--- config.mk ---
export PLATFORM = sky130hd
export DESIGN_NAME = mult_share_ctrl_flat
export DESIGN_NICKNAME = d
export VERILOG_FILES = /design/src/rtl/mult_share_ctrl_if.sv /design/src/rtl/mult_share_ctrl.sv /design/src/flat_wrapper.sv
export SDC_FILE = /design/constraint.sdc
export NUM_CORES = 1
export LEC_CHECK = 0
export CAP_MARGIN = 5
export CORE_MARGIN = 3
export CORE_UTILIZATION = 38
export CTS_BUF_LIST = sky130_fd_sc_hd__clkbuf_4
export DETAILED_ROUTE_END_ITERATION = 10
export GPL_TIMING_DRIVEN = 1
export HOLD_SLACK_MARGIN = 0.03
export PLACE_DENSITY = 0.79
export SLEW_MARGIN = 40
export SYNTH_ARGS = -nofsm -noshare
export SYNTH_HDL_FRONTEND = slang
export SYNTH_SLANG_ARGS = --single-unit
--- constraint.sdc ---
create_clock -name clk -period 3.1 [get_ports clk]
set_clock_uncertainty 0.2 [all_clocks]
set_input_delay 0.775 -clock clk [delete_from_list [all_inputs] [get_ports clk]]
set_output_delay 0.775 -clock clk [all_outputs]
set_load 0.02 [all_outputs]
--- src/rtl/mult_share_ctrl_if.sv ---
// Bundle of the requester, shared-multiplier and response handshakes of mult_share_ctrl.
// The master modport is the scheduler's view; slave is the surrounding environment.
interface mult_share_ctrl_if #(
    parameter int unsigned NUM_REQ = 4,
    parameter int unsigned ID_W    = 2
);
    logic [NUM_REQ-1:0]   req_valid;
    logic [8*NUM_REQ-1:0] req_a;
    logic [8*NUM_REQ-1:0] req_b;
    logic [NUM_REQ-1:0]   req_ready;

    logic                 mul_start;
    logic [7:0]           mul_a;
    logic [7:0]           mul_b;
    logic                 mul_done;
    logic [15:0]          mul_result;

    logic                 rsp_valid;
    logic [ID_W-1:0]      rsp_id;
    logic [15:0]          rsp_result;
    logic                 rsp_err;
    logic                 rsp_ready;

    modport master (
        input  req_valid, req_a, req_b, mul_done, mul_result, rsp_ready,
        output req_ready, mul_start, mul_a, mul_b, rsp_valid, rsp_id, rsp_result, rsp_err
    );

    modport slave (
        output req_valid, req_a, req_b, mul_done, mul_result, rsp_ready,
        input  req_ready, mul_start, mul_a, mul_b, rsp_valid, rsp_id, rsp_result, rsp_err
    );
endinterface

--- src/rtl/mult_share_ctrl.sv ---
// Round-robin scheduler sharing one multi-cycle 8x8 multiplier among NUM_REQ requesters,
// with a saturating timeout while waiting for the multiplier's done pulse.
module mult_share_ctrl #(
    parameter int unsigned NUM_REQ = 4,
    parameter int unsigned ID_W    = 2,
    parameter int unsigned TIMEOUT = 15
) (
    input  logic              clk,
    input  logic              reset,
    mult_share_ctrl_if.master bus
);
    localparam logic [7:0] TimeoutVal = 8'(TIMEOUT);

    typedef enum logic [1:0] {StIdle, StIssue, StWait, StResp} state_e;

    state_e          state_q, state_d;
    logic [ID_W-1:0] rr_ptr_q, rr_ptr_d;
    logic [7:0]      mul_a_q, mul_a_d;
    logic [7:0]      mul_b_q, mul_b_d;
    logic [ID_W-1:0] rsp_id_q, rsp_id_d;
    logic [15:0]     rsp_result_q, rsp_result_d;
    logic            rsp_err_q, rsp_err_d;
    logic [7:0]      cnt_q, cnt_d;
    logic [7:0]      cnt_inc;

    logic            grant_found;
    logic [ID_W-1:0] grant_idx;
    logic [ID_W-1:0] scan_idx;
    logic [7:0]      slice_a [NUM_REQ];
    logic [7:0]      slice_b [NUM_REQ];

    for (genvar i = 0; i < NUM_REQ; i++) begin : g_slice
        assign slice_a[i] = bus.req_a[8*i +: 8];
        assign slice_b[i] = bus.req_b[8*i +: 8];
    end

    // Scan from the highest offset down so the nearest requester at or after rr_ptr wins.
    always_comb begin
        grant_found = 1'b0;
        grant_idx   = '0;
        scan_idx    = '0;
        for (int k = int'(NUM_REQ) - 1; k >= 0; k--) begin
            scan_idx = ID_W'((int'(rr_ptr_q) + k) % int'(NUM_REQ));
            if (bus.req_valid[scan_idx]) begin
                grant_found = 1'b1;
                grant_idx   = scan_idx;
            end
        end
    end

    assign cnt_inc = (cnt_q == 8'hff) ? cnt_q : cnt_q + 8'd1;

    always_comb begin
        state_d      = state_q;
        rr_ptr_d     = rr_ptr_q;
        mul_a_d      = mul_a_q;
        mul_b_d      = mul_b_q;
        rsp_id_d     = rsp_id_q;
        rsp_result_d = rsp_result_q;
        rsp_err_d    = rsp_err_q;
        cnt_d        = cnt_q;
        unique case (state_q)
            StIdle: begin
                if (grant_found) begin
                    mul_a_d  = slice_a[grant_idx];
                    mul_b_d  = slice_b[grant_idx];
                    rsp_id_d = grant_idx;
                    rr_ptr_d = ID_W'((int'(grant_idx) + 1) % int'(NUM_REQ));
                    state_d  = StIssue;
                end
            end
            StIssue: begin
                cnt_d   = '0;
                state_d = StWait;
            end
            StWait: begin
                cnt_d = cnt_inc;
                // A done in the timeout cycle still delivers the real product.
                if (bus.mul_done) begin
                    rsp_result_d = bus.mul_result;
                    rsp_err_d    = 1'b0;
                    state_d      = StResp;
                end else if (cnt_inc >= TimeoutVal) begin
                    rsp_result_d = '0;
                    rsp_err_d    = 1'b1;
                    state_d      = StResp;
                end
            end
            StResp: begin
                if (bus.rsp_ready) begin
                    state_d = StIdle;
                end
            end
            default: state_d = StIdle;
        endcase
    end

    always_ff @(posedge clk) begin
        if (reset) begin
            state_q      <= StIdle;
            rr_ptr_q     <= '0;
            mul_a_q      <= '0;
            mul_b_q      <= '0;
            rsp_id_q     <= '0;
            rsp_result_q <= '0;
            rsp_err_q    <= 1'b0;
            cnt_q        <= '0;
        end else begin
            state_q      <= state_d;
            rr_ptr_q     <= rr_ptr_d;
            mul_a_q      <= mul_a_d;
            mul_b_q      <= mul_b_d;
            rsp_id_q     <= rsp_id_d;
            rsp_result_q <= rsp_result_d;
            rsp_err_q    <= rsp_err_d;
            cnt_q        <= cnt_d;
        end
    end

    assign bus.req_ready  = (state_q == StIdle && grant_found) ? (NUM_REQ'(1) << grant_idx) : '0;
    assign bus.mul_start  = (state_q == StIssue);
    assign bus.mul_a      = mul_a_q;
    assign bus.mul_b      = mul_b_q;
    assign bus.rsp_valid  = (state_q == StResp);
    assign bus.rsp_id     = rsp_id_q;
    assign bus.rsp_result = rsp_result_q;
    assign bus.rsp_err    = rsp_err_q;
endmodule
--- src/flat_wrapper.sv ---
// flat-port wrapper written by rule: the top's interface ports become plain ports
module mult_share_ctrl_flat 
#(
    parameter int unsigned NUM_REQ = 4,
    parameter int unsigned ID_W    = 2,
    parameter int unsigned TIMEOUT = 15
)
  (clk, reset, bus_req_valid, bus_req_a, bus_req_b, bus_mul_done, bus_mul_result, bus_rsp_ready, bus_req_ready, bus_mul_start, bus_mul_a, bus_mul_b, bus_rsp_valid, bus_rsp_id, bus_rsp_result, bus_rsp_err);
  mult_share_ctrl_if #(.NUM_REQ(NUM_REQ), .ID_W(ID_W)) bus_i ();
  input  logic clk;
  input  logic reset;
  input wire logic [$bits(bus_i.req_valid)-1:0] bus_req_valid;
  input wire logic [$bits(bus_i.req_a)-1:0] bus_req_a;
  input wire logic [$bits(bus_i.req_b)-1:0] bus_req_b;
  input wire logic [$bits(bus_i.mul_done)-1:0] bus_mul_done;
  input wire logic [$bits(bus_i.mul_result)-1:0] bus_mul_result;
  input wire logic [$bits(bus_i.rsp_ready)-1:0] bus_rsp_ready;
  output wire logic [$bits(bus_i.req_ready)-1:0] bus_req_ready;
  output wire logic [$bits(bus_i.mul_start)-1:0] bus_mul_start;
  output wire logic [$bits(bus_i.mul_a)-1:0] bus_mul_a;
  output wire logic [$bits(bus_i.mul_b)-1:0] bus_mul_b;
  output wire logic [$bits(bus_i.rsp_valid)-1:0] bus_rsp_valid;
  output wire logic [$bits(bus_i.rsp_id)-1:0] bus_rsp_id;
  output wire logic [$bits(bus_i.rsp_result)-1:0] bus_rsp_result;
  output wire logic [$bits(bus_i.rsp_err)-1:0] bus_rsp_err;
  assign bus_i.req_valid = bus_req_valid;
  assign bus_i.req_a = bus_req_a;
  assign bus_i.req_b = bus_req_b;
  assign bus_i.mul_done = bus_mul_done;
  assign bus_i.mul_result = bus_mul_result;
  assign bus_i.rsp_ready = bus_rsp_ready;
  assign bus_req_ready = bus_i.req_ready;
  assign bus_mul_start = bus_i.mul_start;
  assign bus_mul_a = bus_i.mul_a;
  assign bus_mul_b = bus_i.mul_b;
  assign bus_rsp_valid = bus_i.rsp_valid;
  assign bus_rsp_id = bus_i.rsp_id;
  assign bus_rsp_result = bus_i.rsp_result;
  assign bus_rsp_err = bus_i.rsp_err;
  mult_share_ctrl #(.NUM_REQ(NUM_REQ), .ID_W(ID_W), .TIMEOUT(TIMEOUT)) u_core (.clk(clk), .reset(reset), .bus(bus_i));
endmodule
==> run metrics <==
most frequent cells in the layout clkdlybuf4s50_1 (120), dfxtp_1 (47), nand2_1 (27); CP arrival 2.07 ns; Worst setup SP type input port; DP Worst Slack -0.7297 ns; worst setup margin 0.05255 ns; Site Rows 30; # clock sinks 47; max cap viols 0; CP required 2.12 ns; RePlAce Congestion 0.8727; area of placed instances 0.004370 mm^2; Final Hold Fails 0; total CTS buffers 5; Max Freq 0.3281 GHz; clock latency on the worst-skew pair 0.36 ns; Remaining DRCs 0; Post-DRT Antenna Nets 0; static leakage 1.771 nW; Die Y 92.72 um; Max IR drop VDD 0.2557 mV; Ant. Diodes 0; warnings from Yosys 0; synth unique cells 45; sequential share of power 29.0%; Die X 92.72 um; final setup fails 0; Clk pwr share 12.7%; Max Slew Vio Count 0; largest net degree at the start of global routing 29; Logic pwr share 58.4%; grt ovf 0; fin area 0.004543 mm^2; DRT iter0 DRCs 134; status finished clean; I/O pin cnt 129; Sw Ratio 40.03%; syn_area_per_cell 8.820 um^2; Via density 5.451; DP HPWL 6.895 mm; vias in the first global route 2,985; Crit Path Class in -> out; Worst setup EP type primary output; cells on worst reg2reg path 8; first-pass GRT wire length 14.81 mm; Seq/Total Area, Yosys 32.92%; period utilization 98.30%; die area 0.008597 mm^2; worst hold stages 2; Initial Util 40.50%; number of antenna violations at the first check in global routing 0; routed wire length 9.311 mm; Post-CTS Hold Buffers 0; crit path max fanout 6; switching pwr 1.199 mW; Root Buffer clkbuf_4; Tmin final 3.047 ns; first-pass iteration count of the detailed router 4; Core Area 0.007057 mm^2; most common cell after layout, fill and taps aside clkdlybuf4s50_1; syn_nets 421; H-tree levels 2; Port Buffers 128; share of layout cells above drive strength 1 18.87%; Max Buffers Root-to-Sink 2; wire per inst 16.72 um; worst-margin pin slew 0.7153 ns; internal power component 1.797 mW; Yosys reg bits 47; number of nets in the layout 557; CTS clk-pin slew, worst paths 0.15 ns; Cells after Synth 324; vias post-DR 3,036; Post-Syn Area 0.002858 mm^2; GRT Total Usage 21.08%; Layout area overhead 58.98%; Tightest Hold Check Type reg -> reg; relative slew slack 52.16%; PD cells 659.5 mW/mm^2; CTS tree yes
## metrics by stage
step	TNS [ns]	cells	util (%)	power, mW	hold slack, ns
3_5_place_dp	-5.201	542	61.93	2.547	0.2534
4_1_cts	0	554	63.87	2.980	0.2730
2_1_floorplan	-0.05110	324	-	1.844	0.2615
6_report	0	557	64.38	2.996	0.2704
5_1_grt	-0.002185	557	64.38	3.171	0.3102
3_3_place_gp	-6.361	542	61.79	2.487	0.2438
## routing by layer
metal	track usage, %	wire length (um)	share of wire [%]
met1	25.81	3757	40
met2	36.68	4533	49
met3	6.336	966	10
met4	4.151	53	0.57
met5	0	0	0
## path summary, 6_finish.rpt
path,slack [ns],to,from
min,0.27,u_core.bus.rsp_id[0]$_SDFFE_PP0P_,u_core.bus.rsp_id[0]$_SDFFE_PP0P_
max reg2reg,0.55,u_core.bus.mul_a[4]$_SDFFE_PP0P_,u_core.rr_ptr_q[1]$_SDFFE_PP0P_
max,0.05,bus_req_ready[3],bus_req_valid[3]
min reg2reg,0.27,u_core.bus.rsp_id[0]$_SDFFE_PP0P_,u_core.bus.rsp_id[0]$_SDFFE_PP0P_
## repair_timing
action / in CTS / in global routing
setup buffers: 4 / 3
hold endpoints to repair: 0 / 0
endpoints found under the setup margin: 4 / 4
resized for setup: 42 / 5
pin swaps: 5 / 4
## state kept, by name, summed over array words and instances (netlist names)
signal                 flops
u_core.bus.rsp_result     16
u_core.bus.mul_a           8
u_core.bus.mul_b           8
u_core.cnt_q               8
u_core.bus.rsp_id          2
u_core.rr_ptr_q            2
u_core.state_q             2
u_core.bus.rsp_err         1
## cell type report
| type | instances | area (um^2) |
|---|---|---|
| fillers | 613 | 2514 |
| multi-input cells | 241 | 1853 |
| repair buffers | 157 | 1516 |
| flip-flops and latches | 47 | 940.9 |
| well taps | 96 | 120.1 |
| clock inverters | 3 | 42.54 |
| clock buffers | 5 | 37.54 |
| inverters | 8 | 32.53 |
## power groups by stage
stage	Combinational [mW]	Sequential [mW]	Clock (mW)
3_3_place_gp	1.62	0.868	0
5_1_grt	1.86	0.886	0.425
2_1_floorplan	0.826	1.02	0
4_1_cts	1.71	0.868	0.398
3_5_place_dp	1.67	0.880	0
6_report	1.75	0.868	0.379
## cells in the mapped netlist, drive strengths merged
cell     n  area, um^2
a22oi    1       7.510
a221oi   1       8.760
a221o   16       160.2
nand2b  21       131.4
o41ai    1       16.27
nor4     2       12.51
a31oi    1       6.260
buf     12       71.32
xor2     1       8.760
nor3b    1       18.77
a211oi   8       60.06
nand3    6       30.03
nor2     9       33.78
or3b     1       8.760
o21a     2       15.01
nand2   27       101.4
o21ba    1       10.01
nand4   17       106.4
o21ai    9       48.79
o31ai   19       142.6
a21boi   1       7.510
nor3     7       56.31
ha       9       112.6
a41oi    2       17.52
a311oi   1       8.760
clkbuf  16       60.06
inv      8       30.03
nor2b    6       37.54
and3     3       18.77
and2     5       31.28
a21oi   27       138.9
or2      2       12.51
mux2    16       206.5
mux2i   17       170.2
or4b     1       10.01
dfxtp   47       940.9
## cells by family after synthesis
group / after synthesis / synth area share (%)
AO/OA/AOI/OAI: 90 / 22.68
adder cells (fa/ha/maj): 9 / 3.941
flip-flops: 47 / 32.92
XOR/XNOR: 1 / 0.3065
AND/OR/NAND/NOR: 108 / 21.32
multiplexers: 33 / 13.18
buffers and inverters: 36 / 5.648
## worst max-delay path, cell delays in order
cell and delay, ns:
clkdlybuf4s15_2 0.23, buf_4 0.16, nor3b_4 0.23, nor3_4 0.08, buf_6 0.13, ha_1 0.16
and2_2 0.16, buf_4 0.15
No activity file was read; power rests on OpenSTA's default activity.
